[src/rtl/conv2_pkg.sv]
// Shared conv2 scheduler defaults and FSM encoding.
// Consumers import conv2_pkg::* so the scheduler and window counter agree on sizes.
package conv2_pkg;

    localparam int CONV2_CH_NUM     = 3;
    localparam int CONV2_OUT_WIDTH  = 8;
    localparam int CONV2_OUT_HEIGHT = 8;
    localparam int CONV2_CALC_BITS  = 14;

    // Channel index travels on 2-bit ports, so CH_NUM is capped at 4.
    localparam int CONV2_CH_W = 2;

    typedef enum logic {
        IDLE = 1'b0,
        CALC = 1'b1
    } conv2_state_t;

endpackage

[src/rtl/conv2_win_cnt.sv]
// Output-window position counter: col advances per finished window, row on col wrap.
// frame_end flags the last window of a frame (col and row both at their maximum).
module conv2_win_cnt
    import conv2_pkg::*;
#(
    parameter int OUT_WIDTH  = CONV2_OUT_WIDTH,
    parameter int OUT_HEIGHT = CONV2_OUT_HEIGHT,
    localparam int COL_W = (OUT_WIDTH > 1) ? $clog2(OUT_WIDTH) : 1,
    localparam int ROW_W = (OUT_HEIGHT > 1) ? $clog2(OUT_HEIGHT) : 1
) (
    input  logic             clk,
    input  logic             rst,
    input  logic             advance,
    output logic [COL_W-1:0] col,
    output logic [ROW_W-1:0] row,
    output logic             frame_end
);

    localparam logic [COL_W-1:0] COL_MAX = COL_W'(OUT_WIDTH - 1);
    localparam logic [ROW_W-1:0] ROW_MAX = ROW_W'(OUT_HEIGHT - 1);

    logic [COL_W-1:0] col_q, col_d;
    logic [ROW_W-1:0] row_q, row_d;

    always_comb begin
        col_d = col_q;
        row_d = row_q;
        if (advance) begin
            if (col_q == COL_MAX) begin
                col_d = '0;
                row_d = (row_q == ROW_MAX) ? '0 : row_q + 1'b1;
            end else begin
                col_d = col_q + 1'b1;
            end
        end
    end

    always_ff @(posedge clk or posedge rst) begin
        if (rst) begin
            col_q <= '0;
            row_q <= '0;
        end else begin
            col_q <= col_d;
            row_q <= row_d;
        end
    end

    assign col       = col_q;
    assign row       = row_q;
    assign frame_end = (col_q == COL_MAX) && (row_q == ROW_MAX);

endmodule

[src/rtl/conv2_ch_sched.sv]
// Time-multiplexes CH_NUM output channels of one window onto a shared conv2 datapath.
// One result per cycle into a one-deep output register; a full, unaccepted register stalls the channel walk.
module conv2_ch_sched
    import conv2_pkg::*;
#(
    parameter int CH_NUM     = CONV2_CH_NUM,
    parameter int OUT_WIDTH  = CONV2_OUT_WIDTH,
    parameter int OUT_HEIGHT = CONV2_OUT_HEIGHT,
    parameter int CALC_BITS  = CONV2_CALC_BITS
) (
    input  logic                        clk,
    input  logic                        rst,
    input  logic                        win_valid,
    output logic                        win_ready,
    output logic [1:0]                  calc_sel,
    input  logic signed [CALC_BITS-1:0] calc_in,
    output logic                        out_valid,
    input  logic                        out_ready,
    output logic signed [CALC_BITS-1:0] out_data,
    output logic [1:0]                  out_ch,
    output logic                        out_last
);

    localparam int COL_W = (OUT_WIDTH > 1) ? $clog2(OUT_WIDTH) : 1;
    localparam int ROW_W = (OUT_HEIGHT > 1) ? $clog2(OUT_HEIGHT) : 1;
    localparam logic [CONV2_CH_W-1:0] CH_LAST = CONV2_CH_W'(CH_NUM - 1);

    conv2_state_t                state_q, state_d;
    logic [CONV2_CH_W-1:0]       ch_q, ch_d;
    logic                        out_valid_q, out_valid_d;
    logic signed [CALC_BITS-1:0] out_data_q, out_data_d;
    logic [1:0]                  out_ch_q, out_ch_d;
    logic                        out_last_q, out_last_d;

    logic             load_en;
    logic             last_ch;
    logic             frame_end;
    logic [COL_W-1:0] win_col;
    logic [ROW_W-1:0] win_row;
    logic             unused_pos;

    conv2_win_cnt #(
        .OUT_WIDTH (OUT_WIDTH),
        .OUT_HEIGHT(OUT_HEIGHT)
    ) u_win_cnt (
        .clk      (clk),
        .rst      (rst),
        .advance  (win_ready),
        .col      (win_col),
        .row      (win_row),
        .frame_end(frame_end)
    );

    // Position is only needed as frame_end here; the raw counters are debug taps.
    assign unused_pos = ^{win_col, win_row};

    always_comb begin
        state_d     = state_q;
        ch_d        = ch_q;
        out_valid_d = out_valid_q;
        out_data_d  = out_data_q;
        out_ch_d    = out_ch_q;
        out_last_d  = out_last_q;

        load_en   = (state_q == CALC) && (!out_valid_q || out_ready);
        last_ch   = (ch_q == CH_LAST);
        win_ready = load_en && last_ch;
        calc_sel  = (state_q == CALC) ? ch_q : 2'd0;

        case (state_q)
            IDLE: begin
                if (win_valid) begin
                    state_d = CALC;
                    ch_d    = '0;
                end
            end
            CALC: begin
                if (load_en) begin
                    if (last_ch) begin
                        state_d = IDLE;
                        ch_d    = '0;
                    end else begin
                        ch_d = ch_q + 2'd1;
                    end
                end
            end
            default: begin
                state_d = IDLE;
                ch_d    = '0;
            end
        endcase

        if (load_en) begin
            out_valid_d = 1'b1;
            out_data_d  = calc_in;
            out_ch_d    = ch_q;
            out_last_d  = last_ch && frame_end;
        end else if (out_ready) begin
            out_valid_d = 1'b0;
        end
    end

    always_ff @(posedge clk or posedge rst) begin
        if (rst) begin
            state_q     <= IDLE;
            ch_q        <= '0;
            out_valid_q <= 1'b0;
            out_data_q  <= '0;
            out_ch_q    <= '0;
            out_last_q  <= 1'b0;
        end else begin
            state_q     <= state_d;
            ch_q        <= ch_d;
            out_valid_q <= out_valid_d;
            out_data_q  <= out_data_d;
            out_ch_q    <= out_ch_d;
            out_last_q  <= out_last_d;
        end
    end

    assign out_valid = out_valid_q;
    assign out_data  = out_data_q;
    assign out_ch    = out_ch_q;
    assign out_last  = out_last_q;

endmodule

[config.mk]
export PLATFORM = sky130hd
export DESIGN_NAME = conv2_ch_sched
export DESIGN_NICKNAME = d
export VERILOG_FILES = /design/src/rtl/conv2_pkg.sv /design/src/rtl/conv2_win_cnt.sv /design/src/rtl/conv2_ch_sched.sv
export SDC_FILE = /design/constraint.sdc
export NUM_CORES = 1
export LEC_CHECK = 0
export CORE_MARGIN = 3
export CORE_UTILIZATION = 45
export CTS_BUF_LIST = sky130_fd_sc_hd__clkbuf_4
export DETAILED_ROUTE_END_ITERATION = 10
export GPL_ROUTABILITY_DRIVEN = 0
export GPL_TIMING_DRIVEN = 0
export MAX_ROUTING_LAYER = met4
export PLACE_DENSITY = 0.8
export SETUP_SLACK_MARGIN = 0.4
export SLEW_MARGIN = 25
export SYNTH_ARGS = -nofsm -noshare
export SYNTH_HDL_FRONTEND = slang
export SYNTH_SLANG_ARGS = --single-unit
[constraint.sdc]
create_clock -name clk -period 1.65 [get_ports clk]
set_input_delay 0.495 -clock clk [delete_from_list [all_inputs] [get_ports clk]]
set_output_delay 0.495 -clock clk [all_outputs]
set_load 0.01 [all_outputs]
# Word level (Yosys, flattened, before mapping)
# Cells that the tools add are included.
word_totals:
  ff_bits: 27
op_classes:
  addsub: 3
  n_eq_ne: 5
  muxes: 13
  n_bitwise: 1
  reduce_logical: 9
op_table:
  columns: ["cell", "n"]
  rows:
  - ["2-bit 2-to-1 mux", 4]
  - ["3-bit by 1-bit adder with 3-bit output (second input constant)", 2]
  - ["3-bit == test (second input constant)", 2]
  - ["3-bit 2-to-1 mux", 2]
  - ["1-bit 2-to-1 mux", 5]
  - ["1-bit logical AND", 4]
  - ["2-bit one-hot mux with 2 select lines", 1]
  - ["2-bit AND reduction", 2]
  - ["2-bit by 1-bit adder with 2-bit output (second input constant)", 1]
  - ["2-bit == test (second input constant)", 1]
  - ["2-bit by 1-bit inequality test with 1-bit output (second input constant)", 1]
  - ["2-bit inequality test (second input constant)", 1]
  - ["1-bit one-hot mux with 2 select lines", 1]
  - ["2-bit nonzero test", 1]
  - ["1-bit logical NOT", 1]
  - ["1-bit logical OR", 1]
  - ["1-bit inverter", 1]

# Logic depth before layout (Yosys ltp)
logic_depth:
  ltp_word: 5
  mapped_depth: 4
  mapped_depth_nobuf: 4

# Cells and area by module
# Synthesis repeated with hierarchy kept, for this count alone.
hier_totals:
  hier_cells: 77
  area_unflattened_um2: 1193.6
by_module_without_submodules:
  columns: ["module", "instances", "cells_per_inst", "area_per_inst_um2", "seq_area_each_um2"]
  rows:
  - ["conv2_ch_sched", 1, 55, 895.9, 525.5]
  - ["conv2_win_cnt", 1, 22, 297.8, 150.1]

# Worst setup path before layout
# OpenSTA, ideal clock, no wires.
synth_path:
  kind: "in2reg"
  startpoint: "input port out_ready"
  endpoint: "register u_win_cnt.row_q[0], in the netlist u_win_cnt.row[0]"
  arrival_time_ns: 1.370
  path_slack_ns: 0.156
  path_stages: 3
  path_buffers: 0
  path_cell_list: "and2b_4 -> nor4b_4 -> mux2_2"
synth_between:
  elab_chain_len: 4
synth_lines:
  columns: ["element", "line_no", "source"]
  rows:
  - ["start: declaration", "conv2_ch_sched.sv:18", "input logic out_ready,"]
  - ["1-bit logical OR", "conv2_ch_sched.sv:65", "load_en = (state_q == CALC) && (!out_valid_q || out_ready);"]
  - ["1-bit logical AND", "conv2_ch_sched.sv:65", null]
  - ["1-bit logical AND", "conv2_ch_sched.sv:67", "win_ready = load_en && last_ch;"]
  - ["2-bit AND reduction (no source line)", null, null]
  - ["end signal: assignment", "conv2_win_cnt.sv:44", "row_q <= row_d;"]
  - ["end: declaration", "conv2_win_cnt.sv:23", "logic [ROW_W-1:0] row_q, row_d;"]
# Every way passes these cells.
# A chain may end at the register's enable or synchronous reset.

# Worst setup path in the final report
layout_path:
  startpoint: "register out_valid_q, in the netlist out_valid"
  endpoint: "output port win_ready"
layout_between:
  elab_chain_len: 4
layout_lines:
  columns: ["element", "line_no", "source"]
  rows:
  - ["start: declaration", "conv2_ch_sched.sv:30", "logic out_valid_q, out_valid_d;"]
  - ["start signal: assignment", "conv2_ch_sched.sv:114", "out_valid_q <= out_valid_d;"]
  - ["1-bit logical NOT", "conv2_ch_sched.sv:65", null]
  - ["1-bit logical OR", "conv2_ch_sched.sv:65", null]
  - ["1-bit logical AND", "conv2_ch_sched.sv:65", null]
  - ["1-bit logical AND", "conv2_ch_sched.sv:67", null]
  - ["end: declaration", "conv2_ch_sched.sv:14", "output logic win_ready,"]
# Every way passes these cells.

==> out/metrics.csv <==
stage,metric,value,unit
power_and_ir_drop,worst vdd ir,1177,uV
drt,vias per cell,5.244,
synth,count of different cell masters after synthesis,18,
synth,post-synthesis sequential area ratio,0.5980,
layout,Synth-to-Final Area Change,70.43,%
synth,top cell type's share of synthesized area,0.5980,
sta,Slew HR,0.6252,
global_routing,largest net degree at the start of global routing,28,
worst_setup_path,WP data required,1.15,ns
clocking,CTS Sinks,27,
power_and_ir_drop,Sequential Power Share,0.340,
global_routing,number of global-route vias before repair,1002,
layout,post-route insts no fill,176,
sta,Max Slew Vio Count,0,
drt,number of remaining DRC errors,0,
sta,final setup fails,2,
placement,port bufs,38,
floorplan,CORE AREA,0.002297,mm2
sta,final hold vios,0,
global_routing,initial antenna violation count,0,
global_routing,first-pass GRT wire length,4623,um
global_routing,Overall Global Routing Usage,0.1991,
clocking,Clock Pin Slew Worst Setup and Hold Paths,0.16,ns
sta,Tcrit/Tclk final,1.056,
synth,most area-hungry cell type in the Yosys netlist,dfrtp_1,
power_and_ir_drop,combinational share of power,0.567,
floorplan,I/O pins,39,
worst_setup_path,crit path capture type,primary output,
synth,synthesized net count,99,
layout,Inserted Diodes,0,
synth,number of flops mapped to enable cells by yosys,0,
layout,Nets,171,
synth,most frequent cells after synthesis,"27 x dfrtp_1, 21 x mux2_2, 5 x nor2_1, 4 x ha_1, 3 x inv_1",
synth,"FFs w/ async S/R, synth",1.000,
sta,unrepaired setup endpoints after global routing,yes,
worst_setup_path,Crit Path Class,flip-flop to primary output,
floorplan,Cell Rows,17,
clocking,CTS root buf,clkbuf_4,
synth,Avg Synthesized Cell Area,14.67,um2
synth,Post-Syn Area,0.001130,mm2
sta,min Tclk post-route,1.742,ns
clocking,Max clock buf depth,2,
sta,worst setup margin,-0.09224,ns
synth,Synth area leaders,"dfrtp_1 60%, mux2_2 21%, ha_1 4.4%",
sta,Setup TNS Final,-0.1309,ns
power_and_ir_drop,Pint,2.092,mW
global_routing,Overflow after GRT,0,
floorplan,Initial Utilization,0.4918,
drt,Detailed Route WL,3426,um
sta,fmax,0.5740,GHz
power_and_ir_drop,Switching Share,0.3440,
status,failing checks,negative setup slack,
clocking,CTS tree,done,
power_and_ir_drop,Psw,1.097,mW
clocking,"Clk Latency, worst-skew pair",0.34,ns
layout,layout cell share with drive strength beyond 1,0.6081,
clocking,total CTS buffers,3,
floorplan,Die W,56.11,um
drt,DR iter-0 viols,21,
synth,synthesis-stage register bit count,27,
sta,worst slew pin tran,0.5610,ns
sta,Setup Skew,0.01108,ns
worst_setup_path,critical path arrival,1.25,ns
layout,final core occ,0.8382,
synth,"count leader, synth",dfrtp_1,
power_and_ir_drop,cell area power density,1657,mW/mm2
synth,Mapped Cells,77,
placement,Detailed Place HPWL,1647,um
placement,placed cells,143,
run,Max-cap violations,0,
floorplan,Die Area,0.003148,mm2
power_and_ir_drop,clock share of power,0.093,
floorplan,DIE HEIGHT,56.11,um
drt,DR WL/cell,19.47,um
drt,Via Count,923,
clocking,hold buffer count at CTS,0,
power_and_ir_drop,leakage,0.9552,nW
drt,Post-DRT Antenna Nets,0,
synth,Syn. warnings,0,
status,outcome,"finished, violations left",
synth,most used flip-flop cell after synthesis,dfrtp_1,
min_path,Hold Path Class,flip-flop to flip-flop,
clocking,CTS HTree Levels,1,
drt,DR pass1 iterations,4,
worst_setup_path,startpoint types,flip-flop,
worst_setup_path,crit path max fanout,2,
[timing repair]
| action | CTS | global route |
|---|---|---|
| pin swaps | 5 | 4 |
| gates resized for setup | 112 | 23 |
| buffers inserted | 19 | 9 |
| setup endpoints to repair | 72 | 45 |
| gates cloned | 1 | 0 |
[power by group through the flow]
stage | Sequential (mW) | Clock (mW) | Combinational (mW)
6_report | 1.08 | 0.298 | 1.81
5_1_grt | 1.12 | 0.332 | 1.91
4_1_cts | 1.05 | 0.308 | 1.41
3_5_place_dp | 1.09 | 0 | 1.13
3_3_place_gp | 1.08 | 0 | 1.10
2_1_floorplan | 1.15 | 0 | 0.510
[sequential cells by signal, summed over array words and instances, names as in the netlist]
name	count
ch_q	2
out_ch	2
out_data	14
out_last	1
out_valid	1
state_q	1
u_win_cnt.col	3
u_win_cnt.row	3
[worst paths after layout]
path                             start                to  slack [ns]  cells past startpoint
max in group asynchronous          rst           state_q        0.76                      2
max                          out_valid         win_ready       -0.09                      3
min reg2reg                out_data[0]       out_data[0]        0.52                      1
min in group asynchronous          rst      out_data[13]        0.53                      2
max reg2reg                  out_valid  u_win_cnt.row[2]        0.05                      5
min                        out_data[0]       out_data[0]        0.52                      1
[cell type report]
class	instances	area, um2
Sequential cell	27	678.2
Timing Repair Buffer	67	598.1
Multi-Input combinational cell	46	556.8
Fill cell	132	371.6
Tap cell	28	35.03
Clock buffer	3	22.52
Buffer	1	15.01
Inverter	3	15.01
Clock inverter	1	5.005
[placed cells by master (no fill, tap or decap), types with 2 or more instances in the layout]
cell | synthesis | layout
dfrtp_1 | 27 | 25
clkdlybuf4s50_1 | 0 | 16
mux2_4 | 0 | 20
clkbuf_4 | 0 | 3
nor2_1 | 5 | 4
dfrtp_2 | 0 | 2
buf_2 | 0 | 17
a22o_1 | 2 | 2
nand3_1 | 2 | 2
buf_6 | 0 | 17
buf_4 | 1 | 14
ha_1 | 4 | 2
[logic make-up (layout without fill, tap and decap cells)]
kind of cell / Yosys count / in the layout / synth area share
buf+inv: 4 / 75 / 0.01661
flops: 27 / 27 / 0.5980
mux: 21 / 21 / 0.2093
simple gates: 16 / 16 / 0.1008
fa+ha+maj: 4 / 4 / 0.04430
compound gates: 5 / 5 / 0.03100
[critical path: stages, from the launching register on]
cell,delay [ns]
dfrtp_1,0.43
and2b_4,0.19
nor3_4,0.13
buf_2,0.16
[layer usage]
metal  part of all wire  track usage
met5                  0            -
met4              0.032      0.08136
met3              0.041      0.02784
met2               0.54       0.3456
met1               0.38       0.2302
[stage by stage]
step	cell area, um2	power (mW)	setup slack, ns	hold slack (ns)
6_report	1926	3.190	-0.09224	0.5209
5_1_grt	1926	3.364	-0.1439	0.5501
4_1_cts	1758	2.765	-0.1080	0.5207
3_5_place_dp	1560	2.228	-0.8746	0.4915
3_3_place_gp	1560	2.176	-0.8658	0.4873
2_1_floorplan	1145	1.664	0.1978	0.4849
Power figures use the tool's default switching activity.
